## src/rtl/md5_result_collector.sv

```systemverilog
// Collects digests from an array of md5calculator cores and drains
// them round-robin onto one valid/ready stream of {index, digest}.
module md5_result_collector #(
    parameter int CORE_COUNT = 8,
    parameter int IDX_WIDTH  = $clog2(CORE_COUNT),
    parameter int CNT_WIDTH  = $clog2(CORE_COUNT + 1)
) (
    input  logic                      clock,
    input  logic                      reset,
    input  logic [CORE_COUNT-1:0]     core_done,
    input  logic [CORE_COUNT*128-1:0] core_md5,
    output logic                      out_valid,
    input  logic                      out_ready,
    output logic [IDX_WIDTH-1:0]      out_index,
    output logic [127:0]              out_md5,
    output logic [CNT_WIDTH-1:0]      result_count,
    output logic                      overrun,
    output logic                      all_done
);

    logic [CORE_COUNT-1:0] done_q;
    logic [CORE_COUNT-1:0] pending_q, pending_d;
    logic [127:0]          cap_q [CORE_COUNT];
    logic [IDX_WIDTH-1:0]  ptr_q, ptr_d;
    logic                  valid_q, valid_d;
    logic [IDX_WIDTH-1:0]  index_q, index_d;
    logic [127:0]          md5_q, md5_d;
    logic [CNT_WIDTH-1:0]  count_q, count_d;
    logic                  overrun_q, overrun_d;

    logic [CORE_COUNT-1:0] rise;
    logic [CORE_COUNT-1:0] grant_vec;
    logic [IDX_WIDTH-1:0]  grant;
    logic                  any_pend;
    logic                  slot_free;
    logic                  fire;
    int                    j;

    // Rotating priority search; lowest offset from ptr wins.
    always_comb begin
        grant = '0;
        j     = 0;
        for (int k = CORE_COUNT - 1; k >= 0; k--) begin
            j = int'(ptr_q) + k;
            if (j >= CORE_COUNT) j = j - CORE_COUNT;
            if (pending_q[j]) grant = IDX_WIDTH'(j);
        end
    end

    always_comb begin
        rise      = core_done & ~done_q;
        any_pend  = |pending_q;
        slot_free = ~valid_q | out_ready;
        fire      = valid_q & out_ready;
        grant_vec = '0;
        ptr_d     = ptr_q;
        valid_d   = valid_q;
        index_d   = index_q;
        md5_d     = md5_q;
        count_d   = count_q;
        if (slot_free) begin
            valid_d = any_pend;
            if (any_pend) begin
                grant_vec = CORE_COUNT'(1) << grant;
                index_d   = grant;
                md5_d     = cap_q[grant];
                if (int'(grant) == CORE_COUNT - 1) ptr_d = '0;
                else                               ptr_d = grant + 1'b1;
            end
        end
        // A fresh rise on the granted core re-arms it rather than overrunning.
        pending_d = (pending_q & ~grant_vec) | rise;
        overrun_d = overrun_q | (|(rise & pending_q & ~grant_vec));
        if (fire && count_q != CNT_WIDTH'(CORE_COUNT)) begin
            count_d = count_q + 1'b1;
        end
    end

    always_ff @(posedge clock or posedge reset) begin
        if (reset) begin
            done_q    <= '0;
            pending_q <= '0;
            ptr_q     <= '0;
            valid_q   <= 1'b0;
            index_q   <= '0;
            md5_q     <= '0;
            count_q   <= '0;
            overrun_q <= 1'b0;
            for (int i = 0; i < CORE_COUNT; i++) cap_q[i] <= '0;
        end else begin
            done_q    <= core_done;
            pending_q <= pending_d;
            ptr_q     <= ptr_d;
            valid_q   <= valid_d;
            index_q   <= index_d;
            md5_q     <= md5_d;
            count_q   <= count_d;
            overrun_q <= overrun_d;
            for (int i = 0; i < CORE_COUNT; i++) begin
                if (rise[i]) cap_q[i] <= core_md5[i*128 +: 128];
            end
        end
    end

    assign out_valid    = valid_q;
    assign out_index    = index_q;
    assign out_md5      = md5_q;
    assign result_count = count_q;
    assign overrun      = overrun_q;
    assign all_done     = (count_q == CNT_WIDTH'(CORE_COUNT)) & ~valid_q;

endmodule
```

## config.mk

```make
export PLATFORM = sky130hd
export DESIGN_NAME = md5_result_collector
export DESIGN_NICKNAME = d
export VERILOG_FILES = /design/src/rtl/md5_result_collector.sv
export SDC_FILE = /design/constraint.sdc
export NUM_CORES = 2
export LEC_CHECK = 0
export ABC_AREA = 1
export BUFFER_PORTS_ARGS = -buffer_cell sky130_fd_sc_hd__buf_4
export CAP_MARGIN = 5
export CORE_AREA = 5 5 459 461
export DETAILED_ROUTE_END_ITERATION = 10
export DIE_AREA = 0 0 464 466
export PLACE_DENSITY = 0.47
export SKIP_CTS_REPAIR_TIMING = 1
export SYNTH_ARGS = -nofsm -noshare
export SYNTH_HDL_FRONTEND = slang
export SYNTH_SLANG_ARGS = --single-unit
```

## constraint.sdc

```tcl
create_clock -name clock -period 52.2 [get_ports clock]
set_input_delay 5.22 -clock clock [delete_from_list [all_inputs] [get_ports clock]]
set_output_delay 5.22 -clock clock [all_outputs]
set_load 0.01 [all_outputs]
```

==> impl_metrics.ini <==
[run_status]
status = complete, no violations

[critical_path]
crit_chain = buf_4 -> inv_8 -> buf_12 -> buf_4 -> buf_4 -> buf_4 -> buf_4
max_stage_delay_ns = 0.91
cp_num_buf_inv = 7
cp.required_ns = 52.96
crit_fanout = 108
r2r_cells = 23
crit_arrival_ns = 10.15
reg2reg_from = ptr_q[0]$_DFFE_PP0P_
crit_family = buffers and inverters
worst_path_most_repeated_cell = buf_4
r2r_slack_ns = 45.37
startpoint = reset
worstSetupPathType = input port to async pin
start_kind = input port
crit_end = cap_q[801]$_DFFE_PP0P_
worstSetupPathDepth = 7
cp_slowest_cell = buf_4
r2r_end = out_md5[26]$_DFFE_PP0P_
end_kind = async pin

[final_layout]
layout.nets = 8770
fillers = 21900
seq_area_sq_um = 29500
final_area_sq_um = 71200
layout.cells.non_filler = 10600
multi_input_area_sq_um = 21600
drive_above_1_share_pct = 23.3
area_growth_pct = 28.4
final_util_pct = 34.6

[floorplanning]
die_w_microns = 464
core-area_sq_um = 206000
start_util_pct = 26.9
num_io_pins = 1173
die_h_microns = 466
core.rowCount = 167
die_area_sq_um = 216000

[min_path]
hold_class = register to register

[yosys]
netlist.area_leader.share_pct = 53.3
synth_edf_count = 0
synth.avg_cell_area_sq_um = 8.19
netlist_area_sq_um = 55400
synthMostInstantiatedCell = nand2_1
synthTopCellsByArea = dfrtp_1 (53%), nand2_1 (17%), mux2_2 (6.1%)
synth_warnings = 0
ys_async_sr_fraction_pct = 100
netlist_instances = 6769
ys_ff_latch = 1180
synth_common_cells = nand2_1 (2451), dfrtp_1 (1180), nand3_1 (553)
yosys_most_used_dff = dfrtp_1
synth_area_leader_cell = dfrtp_1
seq_area_frac_synth_pct = 53.3
syn-num-nets = 7810
synthDistinctLibCells = 30

[pwr]
p_leak_nw = 36.7
peakVddDrop_v = 0.0000853
p_per_area_nw_per_um2 = 72.1

[timing]
finalSetupViolations = 0
drv_slew = 0
fin_crit_ns = 9.39
finClkSkew_ns = 0.0380
slew_headroom_pct = 27.7
tightest_slew_ns = 1.08
fin_hold_ws_ns = 0.468
hold_violations = 0
period_share_pct = 18.0
max_freq_ghz = 0.107
tns_ns = 0
rsz0062_at_grt = false

[detailed_routing]
drtPass1Iterations = 5
totalWireLength_microns = 257000
drt.antenna.violating_nets = 0
via_per_inst = 4.72
remaining_drc_errors = 0
vias = 50200
drt_iter0_drc = 4030
drt-wirelength-per-cell_microns = 24.2

[placed_design]
port_buffers = 1172
dpl.cell_count = 10300
hpwl_microns = 180000
gp_congestion = 0.866
placed_cell_area_sq_um = 66100

[clock_tree]
root_buffer = clkbuf_16
tritoncts = built
cts-htree-levels = 4
clkLatencyLatePin_ns = 0.83
clkTransAtPathRegs_ns = 0.06
cts_buffers = 148
cts.sinks = 1180
clockBufferDepth = 3

[grt]
grt_usage_pct = 23.0
grt_pass1_vias = 49900
grt_pass1_wl_microns = 365000
grt_max_degree = 171
overflow = 0
antenna_found_initial = 122

[flow_run]
cap_violations = 0
[worst min path at each step]
stage,from,endpoint,slack [ns],cells after the start
after floorplan,cap_q[0]$_DFFE_PP0P_,cap_q[0]$_DFFE_PP0P_,0.44,2
after global placement,cap_q[769]$_DFFE_PP0P_,cap_q[769]$_DFFE_PP0P_,0.45,2
after detailed placement,cap_q[793]$_DFFE_PP0P_,cap_q[793]$_DFFE_PP0P_,0.46,2
after CTS,cap_q[793]$_DFFE_PP0P_,cap_q[793]$_DFFE_PP0P_,0.47,2
after global routing,cap_q[868]$_DFFE_PP0P_,cap_q[868]$_DFFE_PP0P_,0.48,2
final,cap_q[52]$_DFFE_PP0P_,cap_q[52]$_DFFE_PP0P_,0.47,2
[logic make-up (layout without fill, tap and decap cells)]
kind of cell	count (synthesis)	in the layout	share of synthesized area [%]
AND/OR/NAND/NOR	3553	3553	25.6
flip-flops	1180	1180	53.3
buffers and inverters	987	2064	7.98
AO/OA/AOI/OAI	739	739	6.82
multiplexers	299	299	6.07
adder cells (fa/ha/maj)	6	6	0.135
XOR/XNOR	5	5	0.0790
other	0	78	0
[worst register-to-register path, cell delays in order (launching register included)]
cell,delay (ns)
dfrtp_1,0.69
inv_2,0.18
ha_1,0.46
inv_2,0.14
nand3_1,0.12
nand3_1,0.16
nand2_2,0.10
inv_2,0.07
nand2_1,0.05
nand2_1,0.05
nand2_1,0.05
nand2_1,0.05
nand2_1,0.05
nand2_1,0.14
nand2_8,0.39
nand2_8,0.92
buf_4,0.73
buf_4,0.80
buf_4,0.86
nand2_1,0.11
nand3_1,0.31
nand2_1,0.10
nand2_1,0.07
nand3_1,0.08
[state kept, by name, indices dropped and copies added, names as in the netlist]
register and flops:
cap_q 1024, out_md5 128, done_q 8, pending_q 8
result_count 4, out_index 3, ptr_q 3, out_valid 1
overrun 1
[power by group]
group | internal [mW] | switching (mW)
clock network | 0.604 | 0.441
registers | 1.09 | 0.0916
logic | 0.803 | 2.11
[cell type report]
cell class | count | area share (%)
sequential | 1180 | 41.5
timing repair buffer | 1242 | 13.3
inverter | 555 | 2.96
multi-input combinational | 4602 | 30.4
tap | 2704 | 4.75
clock inverter | 50 | 0.722
clock buffer | 217 | 6.19
antenna | 78 | 0.274
[layout by cell type (no fill, tap or decap), types with 4 or more instances in the layout]
cell	n
dfrtp_1	1180
buf_12	9
buf_4	1233
nand2_8	4
nand3b_1	43
clkbuf_8	38
a21oi_1	476
o21ai_2	20
diode_2	78
ha_1	6
clkbuf_16	151
o21ai_1	188
inv_6	7
nand2_4	7
clkinv_2	26
nand3_1	553
mux2_2	299
clkinv_16	4
inv_2	5
clkbuf_1	28
nand2_1	2444
clkinvlp_4	7
nor2_1	494
inv_1	544
o21ai_0	51
[routing by layer]
layer	wire, microns	up-vias	global-route usage [%]	part of all wire (%)
li1	-	23300	-	-
met1	111000	24800	30.2	43
met3	19200	354	6.37	7.5
met5	384	-	0	0.15
met4	7590	60	8.27	3.0
met2	119000	1715	36.4	46
[through the flow]
stage | total power [mW] | setup slack [ns]
after floorplan | 3.16 | 13.74
after global placement | 4.14 | 41.86
after detailed placement | 4.14 | 41.81
after CTS | 5.20 | 42.72
after global routing | 5.52 | 42.06
final | 5.14 | 42.81
(Power assumes the default switching activity.)
